### config.mk
export PLATFORM = sky130hd
export DESIGN_NAME = seg_display_arbiter
export DESIGN_NICKNAME = d
export VERILOG_FILES = /design/src/rtl/seg_display_pkg.sv /design/src/rtl/seg_display_arbiter_scan.sv /design/src/rtl/seg_display_arbiter.sv
export SDC_FILE = /design/constraint.sdc
export NUM_CORES = 1
export LEC_CHECK = 0
export ABC_AREA = 1
export BUFFER_PORTS_ARGS = -buffer_cell sky130_fd_sc_hd__buf_4
export CORE_MARGIN = 3
export CORE_UTILIZATION = 40
export CTS_CLUSTER_DIAMETER = 30
export DETAILED_ROUTE_END_ITERATION = 10
export HOLD_SLACK_MARGIN = 0.03
export REMOVE_ABC_BUFFERS = 1
export SYNTH_ARGS = -nofsm -noshare
export SYNTH_HDL_FRONTEND = slang
export SYNTH_SLANG_ARGS = --single-unit
### constraint.sdc
create_clock -name i_clk -period 3.6 [get_ports i_clk]
set_input_delay 0.36 -clock i_clk [delete_from_list [all_inputs] [get_ports i_clk]]
set_output_delay 0.36 -clock i_clk [all_outputs]
set_load 0.05 [all_outputs]
### src/rtl/seg_display_pkg.sv
// seg_display_pkg: shared FSM states and hex-to-segment table for the display arbiter
package seg_display_pkg;
  typedef enum logic [1:0] {IDLE = 2'd0, OWN0 = 2'd1, OWN1 = 2'd2} state_t;
  localparam logic [6:0] SEG_BLANK = 7'h7F;
  // index 0 is the last entry; active-low gfedcba
  localparam logic [15:0][6:0] HEX_SEG = {
    7'b0001110, 7'b0000110, 7'b0100001, 7'b1000110,
    7'b0000011, 7'b0001000, 7'b0010000, 7'b0000000,
    7'b1111000, 7'b0000010, 7'b0010010, 7'b0011001,
    7'b0110000, 7'b0100100, 7'b1111001, 7'b1000000
  };
endpackage

### src/rtl/seg_display_arbiter_scan.sv
// seg_scan: free-running digit strobe rotation, one strobe per SCAN_DIV clocks
module seg_scan #(
  parameter int SCAN_DIV = 400000
) (
  input  logic       i_clk,
  input  logic       i_rst_n,
  output logic [3:0] o_led_digit
);
  localparam int SW = $clog2(SCAN_DIV);
  logic [SW-1:0] scan_cnt;
  logic          terminal;
  assign terminal = scan_cnt == SW'(SCAN_DIV - 1);
  always_ff @(posedge i_clk or negedge i_rst_n)
    if (!i_rst_n) begin
      scan_cnt    <= '0;
      o_led_digit <= 4'b1110;
    end else begin
      scan_cnt    <= terminal ? '0 : scan_cnt + 1'b1;
      o_led_digit <= terminal ? {o_led_digit[2:0], o_led_digit[3]} : o_led_digit;
    end
endmodule

### src/rtl/seg_display_arbiter.sv
// seg_display_arbiter: round-robin display ownership with minimum hold and hex segment mux
// Define SEG_LEADING_ZERO_BLANK_EN to blank leading zero digits (digit 0 always lit).
module seg_display_arbiter
  import seg_display_pkg::*;
#(
  parameter int SCAN_DIV    = 400000,
  parameter int HOLD_CYCLES = 10000000
) (
  input  logic        i_clk,
  input  logic        i_rst_n,
  input  logic [1:0]  i_req,
  input  logic [15:0] i_data0,
  input  logic [15:0] i_data1,
  output logic [1:0]  o_grant,
  output logic [6:0]  o_led_segment,
  output logic [3:0]  o_led_digit,
  output logic [3:0]  o_led_digit_unused
);
  localparam int HW = $clog2(HOLD_CYCLES + 1);
  localparam logic [HW-1:0] HOLD_LOAD = HW'(HOLD_CYCLES - 1);
  state_t        state, state_n;
  logic          last_owner, last_n, own;
  logic [HW-1:0] hold_cnt, hold_n;
  logic [15:0]   data;
  logic [1:0]    idx;
  logic          valid, blank;
  logic [3:0]    nib;

  seg_scan #(.SCAN_DIV(SCAN_DIV)) u_scan (
    .i_clk      (i_clk),
    .i_rst_n    (i_rst_n),
    .o_led_digit(o_led_digit)
  );

  assign o_grant            = {state == OWN1, state == OWN0};
  assign o_led_digit_unused = 4'b1111;

  always_ff @(posedge i_clk or negedge i_rst_n)
    if (!i_rst_n) begin
      state      <= IDLE;
      last_owner <= 1'b1;
      hold_cnt   <= '0;
    end else begin
      state      <= state_n;
      last_owner <= last_n;
      hold_cnt   <= hold_n;
    end

  always_comb begin
    state_n = state;
    last_n  = last_owner;
    hold_n  = hold_cnt != '0 ? hold_cnt - 1'b1 : hold_cnt;
    own     = state == OWN1;
    if (state == IDLE)
      state_n = i_req == 2'b11 ? (last_owner ? OWN0 : OWN1) :
                i_req[0]       ? OWN0 :
                i_req[1]       ? OWN1 : IDLE;
    else if (hold_cnt == '0)
      state_n = i_req[~own] ? (own ? OWN0 : OWN1) : i_req[own] ? state : IDLE;
    // a fresh grant or a same-owner renewal both restart the hold window
    if (state_n != IDLE && (state_n != state || hold_cnt == '0)) begin
      hold_n = HOLD_LOAD;
      last_n = state_n == OWN1;
    end
  end

  always_comb begin
    data  = state == OWN1 ? i_data1 : i_data0;
    valid = 1'b1;
    idx   = 2'd0;
    case (o_led_digit)
      4'b1110: idx = 2'd0;
      4'b1101: idx = 2'd1;
      4'b1011: idx = 2'd2;
      4'b0111: idx = 2'd3;
      default: valid = 1'b0;
    endcase
    nib = data[{idx, 2'b00} +: 4];
`ifdef SEG_LEADING_ZERO_BLANK_EN
    blank = idx != 2'd0 && (data >> {idx, 2'b00}) == 16'h0000;
`else
    blank = 1'b0;
`endif
    o_led_segment = (state == IDLE || !valid || blank) ? SEG_BLANK : HEX_SEG[nib];
  end
endmodule

==> flow_results.org <==
** Clock network
- Clock-pin slew was measured on the worst setup and hold paths at 90 ps.
- Clock latency on the worst-skew pair, taken at its later pin, is 300 ps.
- PostCTS Resize Cnt :: 0
- Post-CTS timing repair inserted 0 buffers for setup.
- The tree built by TritonCTS fans out to 50 sinks.
- The longest clock path from root to sink contains 2 buffers.
- TritonCTS built the clock tree.
- # hold bufs at CTS :: 0
- Clock Root Buffer :: sky130_fd_sc_hd__clkbuf_8
- Number of CTS-inserted buffers :: 5
- The H-tree generated during clock tree synthesis spans 2 levels.

** Yosys
- Count of distinct cell types in the synthesized netlist :: 37
- The synthesized design devotes to its leading area cell type 31.3% of total area.
- Top cells by area, synth :: sky130_fd_sc_hd__dfrtp_1 31%, sky130_fd_sc_hd__nand2_1 12%, sky130_fd_sc_hd__inv_1 7.6%, sky130_fd_sc_hd__nand3_1 6.8%, sky130_fd_sc_hd__xor2_1 5.0%
- In the synthesized netlist, the number of instances is 508.
- Number of synthesized register bits :: 50
- Number of synthesis warnings :: 0
- Summing every instance area after synthesis gives 3680 sq um.
- Yosys mapped a number of flops with a built-in enable equal to 0.
- After synthesis, the mean cell area works out to 7.24 sq um.
- Most instantiated flip-flop cell in the synthesis netlist :: sky130_fd_sc_hd__dfrtp_1
- Of all cell types, the one taking the most synthesized area is sky130_fd_sc_hd__dfrtp_1.
- Summing the sequential cell areas from Yosys gives 34.2% of the chip area.
- For this run, asynchronously set or reset flops after synthesis account for 100%.

** Timing
- Setup total negative slack on the finished layout was measured at 0 ps.
- Across all hold checks on the routed design, the worst slack comes to 61.3 ps.
- For the final database, setup skew stands at 5.19 ps.
- RSZ-0062 raised after global routing :: no
- Setup violations remaining at the end of the flow were counted as 0.
- Final max-slew violation count :: 0
- Derived from the worst setup path, the maximum achievable clock frequency is 331 MHz.
- Counting I/O delays and the setup requirement, the final critical path takes 3020 ps.
- Post-route clock period utilization :: 83.8%
- Final hold violations :: 0
- At the pin with the least slew margin, the transition time is 617 ps.
- Headroom to the max-slew limit came out at slightly below 60%.
- Setup slack closes at 583 ps.

** Floorplan
- The die is 102 microns tall.
- The initialized floorplan defines 34 standard-cell rows.
- Die boundary width :: 102 microns
- Boundary Pins :: 53
- Area of the core region :: 8810 sq um
- Initial core utilization :: between 40% and 50%
- The die covers slightly above 10,000 sq um.

** Pwr
- For this design the static power due to leakage is 2.01 nW.
- In this run the power density over the cells is approximately 440 nW/um^2.
- Peak supply drop :: about 0.21 mV

** Routing
- Dividing the detail-routed wire length by the instance count gives 12.2 microns.
- The detailed router placed about 3,300 vias in this run.
- Number of optimization iterations in the first detailed-route pass :: 5
- In the routed design, unresolved DRC markers number 0.
- Dividing the detail-routed via count by the number of cells gives between 4 and 5.
- Final WL :: about 8000 microns
- The first routing iteration left 180 violations.
- The count of nets left with antenna violations once routing finished came out at 0.

** Critical path
- Launching element type of the critical path :: flop
- Capture point of the critical path :: o_led_segment[3]
- Data on the critical path arrives at its endpoint at 2660 ps.
- At the worst endpoint, the required time is about 3200 ps.
- Launching element of the worst setup path :: state[1]
- Setup slack of the worst register-to-register path :: 1060 ps
- Along the worst path, the maximum fanout reaches 18.
- Depth of the most critical reg-to-reg path :: 11
- Reg2Reg Launch Point :: hold_cnt[0]
- FF-to-FF End :: hold_cnt[19]
- STA classifies the critical path endpoint as an output port.
- The critical path is of the flop to output port type.

** Hold path
- Hold WC Path Type :: input pin to asynchronous set/reset pin

** Placed design
- Detail Placement HPWL :: 6340 microns
- Last weighted congestion value of the routability-driven placer :: between 0.8 and 0.9
- Input and output buffers added on the ports amount to 48.
- At the placement stage, the worst setup path has a slack of 936 ps.

** Outcome
- Status :: completed

** Global route
- Pin count of the biggest net entering global routing :: 51
- Gr ovfl total :: 0
- Across every metal layer, demand over resource in global routing totals 16.1%.
- The number of global-route vias before repair came to about 3,100.
- The first global-routing pass estimated 13,700 microns of wire.
- The number of antenna violations at the first check in global routing came to 0.

** Final layout
- Layout cells sized above 1 :: 20.8%
- Area growth from synthesis to layout :: 13.2%
- Diode count :: 0
- In the final design database the tool counted 594 nets.

** Flow run
- Number of maximum-capacitance constraint violations :: 0
-- flip-flops by register name, summed over array words and instances (netlist names) --
register and flops:
u_scan.o_led_digit 4, state 2, u_scan.scan_cnt 19, last_owner 1, hold_cnt 24
-- kinds of logic (layout without fill, tap and decap cells) --
group	Yosys count	after routing	synth area share, %
and+or+nand+nor	285	285	37.7
buffers and inverters	96	137	11.7
DFF	50	50	34.2
AOI/OAI and AO/OA	41	41	7.21
xor gates and xnor gates	27	27	6.43
adders and majority gates	7	7	2.38
other	1	4	0.102
muxes	1	1	0.272
-- through the flow --
stage / std cells / area (sq um) / power [mW] / util [%]
2_1_floorplan: 496 / 3560 / 1.28 / -
3_3_place_gp: 652 / 4060 / 1.45 / 46.1
3_5_place_dp: 652 / 4060 / 1.47 / 46.1
4_1_cts: 660 / 4160 / 1.87 / 47.3
5_1_grt: 660 / 4160 / 2.00 / 47.3
6_report: 660 / 4160 / 1.85 / 47.3
-- area by class of cell --
| class | instances | area, sq um |
|---|---|---|
| clock buffers | 7 | 76.3 |
| clock inverters | 1 | 30.0 |
| fillers | 883 | 4640 |
| inverters | 81 | 304 |
| multi-input cells | 365 | 2000 |
| flip-flops and latches | 50 | 1260 |
| well taps | 108 | 135 |
| repair buffers | 48 | 360 |
-- how the worst min path moves through the flow --
stage	cells past startpoint	endpoint	slack, ps
after global routing	1	hold_cnt[15]	100
final	1	hold_cnt[23]	60
after floorplan	0	hold_cnt[0]	60
after global placement	1	hold_cnt[15]	430
after CTS	1	hold_cnt[20]	90
after detailed placement	1	hold_cnt[20]	430
-- critical path, stage by stage, from the launching register on --
cell and delay, ps:
sky130_fd_sc_hd__dfrtp_1 470, sky130_fd_sc_hd__nand2_2 250, sky130_fd_sc_hd__inv_2 310, sky130_fd_sc_hd__nand2_1 90
sky130_fd_sc_hd__nand3_1 90, sky130_fd_sc_hd__nand3_1 70, sky130_fd_sc_hd__nand2_1 140, sky130_fd_sc_hd__inv_1 100
sky130_fd_sc_hd__ha_1 230, sky130_fd_sc_hd__inv_1 80, sky130_fd_sc_hd__nand3_1 110, sky130_fd_sc_hd__nand3_1 100
sky130_fd_sc_hd__nand3_1 80, sky130_fd_sc_hd__buf_4 220
-- per-layer routing --
| metal | track usage, % | routed length [microns] | vias to the layer above |
|---|---|---|---|
| met5 | 0 | 0 | - |
| met4 | 3.63 | 75 | 0 |
| met3 | 2.73 | 271 | 10 |
| met2 | 26.4 | 3950 | 55 |
| met1 | 22.4 | 3750 | 1521 |
| li1 | - | - | 1688 |
-- synth_stat cells, drive strengths merged, types with 7 or more instances --
| master | number |
|---|---|
| nand2 | 138 |
| inv | 80 |
| nand3 | 59 |
| nor2 | 53 |
| dfrtp | 46 |
| a21oi | 23 |
| xor2 | 21 |
| buf | 15 |
| nand4 | 14 |
| o21ai | 14 |
| nor3 | 10 |
| ha | 7 |
-- layout by cell type (no fill, tap or decap), types with 2 or more instances in the layout --
master and n:
sky130_fd_sc_hd__clkbuf_8 5, sky130_fd_sc_hd__o211ai_1 2, sky130_fd_sc_hd__clkbuf_1 2, sky130_fd_sc_hd__o21ai_0 12
sky130_fd_sc_hd__nand2_4 3, sky130_fd_sc_hd__nand3b_1 3, sky130_fd_sc_hd__inv_1 74, sky130_fd_sc_hd__xnor2_1 6
sky130_fd_sc_hd__nand3_2 7, sky130_fd_sc_hd__dfstp_2 4, sky130_fd_sc_hd__xor2_1 21, sky130_fd_sc_hd__ha_1 7
sky130_fd_sc_hd__nor3_1 9, sky130_fd_sc_hd__nor2_1 45, sky130_fd_sc_hd__nand3_4 2, sky130_fd_sc_hd__dfrtp_1 46
sky130_fd_sc_hd__nand4_1 14, sky130_fd_sc_hd__nor4_1 6, sky130_fd_sc_hd__a21oi_1 13, sky130_fd_sc_hd__nor2_2 7
sky130_fd_sc_hd__conb_1 4, sky130_fd_sc_hd__inv_2 6, sky130_fd_sc_hd__a21oi_2 10, sky130_fd_sc_hd__o21ai_1 2
sky130_fd_sc_hd__nand3_1 50, sky130_fd_sc_hd__nand2_1 117, sky130_fd_sc_hd__buf_4 48, sky130_fd_sc_hd__nand2_2 18
-- power by group --
group	internal [mW]	switching, mW
clock	0.208	0.185
sequential	0.635	0.0612
combinational	0.257	0.502
total	1.10	0.748
No activity file was read; power rests on OpenSTA's default activity.
